==> config.mk <==
export PLATFORM = sky130hd
export DESIGN_NAME = multi_zone_shutdown_timer
export DESIGN_NICKNAME = d
export VERILOG_FILES = /design/src/rtl/multi_zone_shutdown_timer.sv
export SDC_FILE = /design/constraint.sdc
export NUM_CORES = 1
export LEC_CHECK = 0
export CORE_MARGIN = 4
export CORE_UTILIZATION = 63
export CTS_CLUSTER_DIAMETER = 30
export CTS_CLUSTER_SIZE = 12
export DETAILED_ROUTE_END_ITERATION = 8
export HOLD_SLACK_MARGIN = 0.12
export PLACE_DENSITY = 0.87
export SETUP_SLACK_MARGIN = 0.3
export SLEW_MARGIN = 5
export SYNTH_ARGS = -nofsm -noshare
export SYNTH_HDL_FRONTEND = slang
export SYNTH_SLANG_ARGS = --single-unit
==> constraint.sdc <==
create_clock -name clk -period 4.95 [get_ports clk]
set_clock_uncertainty 0.1 [all_clocks]
set_input_delay 1.485 -clock clk [delete_from_list [all_inputs] [get_ports clk]]
set_output_delay 1.485 -clock clk [all_outputs]
set_load 0.01 [all_outputs]
==> src/rtl/multi_zone_shutdown_timer.sv <==
// Multi-zone lighting auto-shutdown: each zone counts timebase ticks while vacant,
// warns before expiry, pulses shutdown once, then stays dark until presence returns.
// Optional feature macro: MANUAL_OVERRIDE_EN adds an `override` input that pins zones in IDLE.
//
// state    | meaning
// IDLE     | occupant present (or just returned), counter held at 0, lamp on
// COUNTING | zone vacant, counting qualifying ticks toward the warning window
// WARN     | inside the warning window, still counting, lamp on
// EXPIRE   | one-cycle shutdown pulse, lamp off
// OFF      | lamp off, counter 0, waiting for presence
module multi_zone_shutdown_timer #(
  parameter int N_ZONES   = 4,
  parameter int CNT_W     = 16,
  parameter int DEFAULT_T = 30000,
  parameter int WARN_T    = 1000,
  parameter int ZONE_W    = 2
) (
  input  logic                clk,
  input  logic                rst,
  input  logic                tick,
  input  logic [N_ZONES-1:0]  infravermelho,
  input  logic [N_ZONES-1:0]  enable,
`ifdef MANUAL_OVERRIDE_EN
  input  logic [N_ZONES-1:0]  override,
`endif
  input  logic                cfg_we,
  input  logic [ZONE_W-1:0]   cfg_zone,
  input  logic [CNT_W-1:0]    cfg_value,
  output logic [N_ZONES-1:0]  lamp_on,
  output logic [N_ZONES-1:0]  warn,
  output logic [N_ZONES-1:0]  shutdown,
  output logic                any_active
);

  typedef enum logic [2:0] {
    S_IDLE     = 3'd0,
    S_COUNTING = 3'd1,
    S_WARN     = 3'd2,
    S_EXPIRE   = 3'd3,
    S_OFF      = 3'd4
  } state_t;

  typedef struct packed {
    state_t           st;
    logic [CNT_W-1:0] cnt;
  } zone_t;

  localparam logic [CNT_W-1:0] DEFAULT_LIM = (DEFAULT_T == 0) ? CNT_W'(1) : CNT_W'(DEFAULT_T);
  localparam logic [31:0]      WARN_U      = 32'(WARN_T);
  localparam zone_t            ZONE_RST    = '{st: S_IDLE, cnt: '0};

  zone_t                zone_q [N_ZONES];
  zone_t                zone_d [N_ZONES];
  logic [CNT_W-1:0]     limit_q [N_ZONES];
  logic [N_ZONES-1:0]   lamp_on_q;
  logic [N_ZONES-1:0]   warn_q;
  logic [N_ZONES-1:0]   shutdown_q;

  // Comparisons use >= against the limit so a limit lowered below the running
  // count still expires on the very next qualifying tick.
  function automatic zone_t zone_next(input zone_t            cur,
                                      input logic [CNT_W-1:0] lim,
                                      input logic             pres,
                                      input logic             step);
    zone_t       nxt;
    logic [31:0] inc;
    logic [31:0] lim32;
    logic        warn_en;
    nxt     = cur;
    lim32   = 32'(lim);
    inc     = 32'(cur.cnt) + 32'd1;
    warn_en = (WARN_U != 32'd0) && (WARN_U < lim32);
    case (cur.st)
      S_IDLE: begin
        nxt.cnt = '0;
        if (!pres) nxt.st = S_COUNTING;
      end
      S_COUNTING, S_WARN: begin
        if (pres) begin
          nxt.st  = S_IDLE;
          nxt.cnt = '0;
        end else if (step) begin
          if (inc >= lim32) begin
            nxt.st  = S_EXPIRE;
            nxt.cnt = lim;
          end else begin
            nxt.cnt = CNT_W'(inc);
            if (warn_en && (inc >= lim32 - WARN_U)) nxt.st = S_WARN;
          end
        end
      end
      S_EXPIRE: begin
        nxt.st  = S_OFF;
        nxt.cnt = '0;
      end
      S_OFF: begin
        nxt.cnt = '0;
        if (pres) nxt.st = S_IDLE;
      end
      default: nxt = ZONE_RST;
    endcase
    return nxt;
  endfunction

  always_comb begin
    for (int i = 0; i < N_ZONES; i++) begin
      zone_d[i] = zone_next(zone_q[i], limit_q[i], infravermelho[i], tick & enable[i]);
`ifdef MANUAL_OVERRIDE_EN
      if (override[i]) zone_d[i] = ZONE_RST;
`endif
    end
  end

  // Writes to zones beyond N_ZONES match no index and are dropped.
  always_ff @(posedge clk or negedge rst) begin
    if (!rst) begin
      for (int i = 0; i < N_ZONES; i++) begin
        zone_q[i]  <= ZONE_RST;
        limit_q[i] <= DEFAULT_LIM;
      end
      lamp_on_q  <= '1;
      warn_q     <= '0;
      shutdown_q <= '0;
    end else begin
      for (int i = 0; i < N_ZONES; i++) begin
        zone_q[i]     <= zone_d[i];
        lamp_on_q[i]  <= (zone_d[i].st == S_IDLE) || (zone_d[i].st == S_COUNTING) ||
                         (zone_d[i].st == S_WARN);
        warn_q[i]     <= (zone_d[i].st == S_WARN);
        shutdown_q[i] <= (zone_d[i].st == S_EXPIRE);
        if (cfg_we && (int'(cfg_zone) == i))
          limit_q[i] <= (cfg_value == '0) ? CNT_W'(1) : cfg_value;
      end
    end
  end

  assign lamp_on    = lamp_on_q;
  assign warn       = warn_q;
  assign shutdown   = shutdown_q;
  assign any_active = |lamp_on_q;

endmodule

==> flow_summary.toml <==
[routing]
routedLengthMet1_mm = 13.1
viasPerCell = 6.57
vias = 10800
met3_length_mm = 2.02
initialDrtViolationCount = 1060
ant_nets = 0
totalWireLength_mm = 30.9
drc = 0
avgRoutedWirePerCell_um = 18.9
dr_wl_met2_mm = 14.7
dr.pass1.iters = 6
top_layer_used = "met4"

[global_route]
antenna_found_initial = 0
grt_pass1_wl_mm = 51.5
grt.total_usage_pct = 29.2
grt_max_degree = 80
grt_pass1_vias = 10400
grt_overflow = 0

[synthesis]
synthCells = 1369
syn_nets = 1527
synth_area_um2 = 12000
syn_avg_cell_area_um2 = 8.76
ys_types = 75
yosys_warnings = 0
synth_ff_type = "dfrtp_1"
async_flop_share_pct = 100
ys_ff_latch = 152
synth_edf_count = 0
ys_seq_area_share_pct = 32.1

[cells_and_area]
synthToLayoutAreaGrowth_pct = 10.0
final_util_pct = 70.5
layout_common_cells = "nand2_1 (134), ha_1 (128), dfrtp_1 (120)"
fin_nets = 1550
final_area_um2 = 13200
drive_gt1_share_pct = 10.7
stdcell_count = 1639
n_antenna_cell = 0
final_common_cell = "nand2_1"

[job]
maxCapViolations = 0

[floorplan]
rows = 50
fp.dieW_um = 146
die_area_um2 = 21300
coreArea_um2 = 18700
die_h_um = 146
start_util_pct = 64.1
ios = 43

[place]
gp_congestion = 0.915
io_buffers = 42
place_inst = 1607
dpl_cell_area_um2 = 12600
hpwl_mm = 22.3

[sta]
fmax_mhz = 235
final.min_clock_period_ns = 4.26
period_share_pct = 86.0
hold_viol = 0
slew_viol_final = 0
tightest_slew_ns = 0.917
rsz0062_at_grt = "no"
tns_ns = 0
slew-limit-headroom_pct = 38.7
setup_violations = 0

[clock_tree]
cts.path.max_buffers = 2
cts_max_level = 4
holdBufCountCts = 0
worstSkewPairLatency_ns = 0.44
clock-sinks = 152
cts_resized = 0
cts_made_buffers = 17
cts_root_buf = "clkbuf_16"
post_cts_buffers = 0
cts_tree = "built"
clk_pin_slew_ns = 0.07

[critical_path]
crit_family = "compound AO/OA/AOI/OAI gates"
startpoint_type = "register"
cp.arrival_ns = 4.53
crit_buf_inv = 1
path_class = "register to register"
crit_fanout = 24
end_kind = "register"
required_ns = 5.22
slowest_stage = "or3_1"
cp_cell_sequence = "ha_1 > nand3_1 > or3_1 > nor2_1 > xor2_1 > ha_1 > a21oi_1 > o21ai_0 > o2111ai_1 > a21oi_1 > nor2_2 > buf_4 > o41a_1 > o21a_1"
cpPeakStageDelay_ns = 0.56

[power]
p_per_area_nw_per_um2 = 277
ir_worst_vdd_uv = 284
power_leakage_nw = 5.99

[worst_hold_path]
hp-class = "register to register"

[run_status]
status = "finished, final reports clean"
-- layer usage --
metal / track usage, % / vias to the layer above
met2: 47.9 / 426
met3: 6.01 / 100
met1: 37.9 / 5194
met5: 0 / -
li1: - / 5056
met4: 11.7 / 0
-- state kept, by name (all words and copies together), names as in the netlist --
signal    flops
shutdown      4
zone_q       76
limit_q      64
lamp_on       4
warn          4
-- cell usage after synthesis, drive strengths merged, types with 8 or more instances --
library cell	instances	area share, %
nand2	134	4.2
a21oi	63	2.6
nand2b	10	0.52
buf	12	0.65
a21o	14	0.88
ha	128	13
nor4	24	1.4
nor3	47	2.1
and2	12	0.63
o21ai	78	3.3
inv	72	2.3
dfrtp	120	25
a211oi	14	0.88
dfstp	32	7.0
xnor2	73	5.3
a31oi	23	1.2
clkbuf	43	1.4
nor2b	11	0.57
nand3	105	4.4
xor2	30	2.2
nor2	86	2.7
mux2	50	4.7
or4	8	0.50
nand4	38	2.0
mux2i	22	1.8
and3	12	0.63
-- path summary, 6_finish.rpt --
check	from	end	slack, ns	cells past startpoint
worst min register to register	zone_q[56]	zone_q[54]	0.44	1
worst max-delay path	zone_q[0]	lamp_on[3]	0.69	14
min in group asynchronous	rst	zone_q[27]	0.96	1
worst max register to register	zone_q[0]	lamp_on[3]	0.69	14
worst min-delay path	zone_q[56]	zone_q[54]	0.44	1
max in group asynchronous	rst	limit_q[53]	2.80	2
-- cells by family (layout without fill, tap and decap cells) --
kind of cell,after synthesis,count (layout),synth area share [%]
flops,152,152,32.1
mux,72,72,6.53
simple gates,520,520,21.8
buf+inv,127,163,4.26
fa+ha+maj,128,128,13.4
xor+xnor,103,103,7.53
compound gates,267,267,14.5
-- cell type report --
type,count,area [um^2]
multi-input combinational,1090,7640
fill,1345,5520
sequential,152,3840
timing repair buffer,59,562
clock buffer,18,439
tap,234,293
inverter,72,270
clock inverter,14,139
-- power by group --
group | internal (mW) | switching, mW
registers | 1.38 | 0.153
logic | 0.348 | 0.468
clock network | 0.716 | 0.590
total | 2.44 | 1.21
-- worst reg2reg max path, stage by stage, from the launching register on --
cell	delay, ns
dfrtp_1	0.40
ha_1	0.25
nand3_1	0.22
or3_1	0.56
nor2_1	0.22
xor2_1	0.33
ha_1	0.22
a21oi_1	0.08
o21ai_0	0.34
o2111ai_1	0.22
a21oi_1	0.35
nor2_2	0.07
buf_4	0.24
o41a_1	0.40
o21a_1	0.18
-- per-stage QoR --
stage	worst slack (ns)	hold WS, ns	power [mW]
2_1_floorplan	1.30	0.388	2.07
3_3_place_gp	0.961	0.420	2.29
3_5_place_dp	0.882	0.431	2.34
4_1_cts	0.764	0.435	3.65
5_1_grt	0.476	0.455	3.83
6_report	0.694	0.437	3.65
Power figures use the tool's default switching activity.
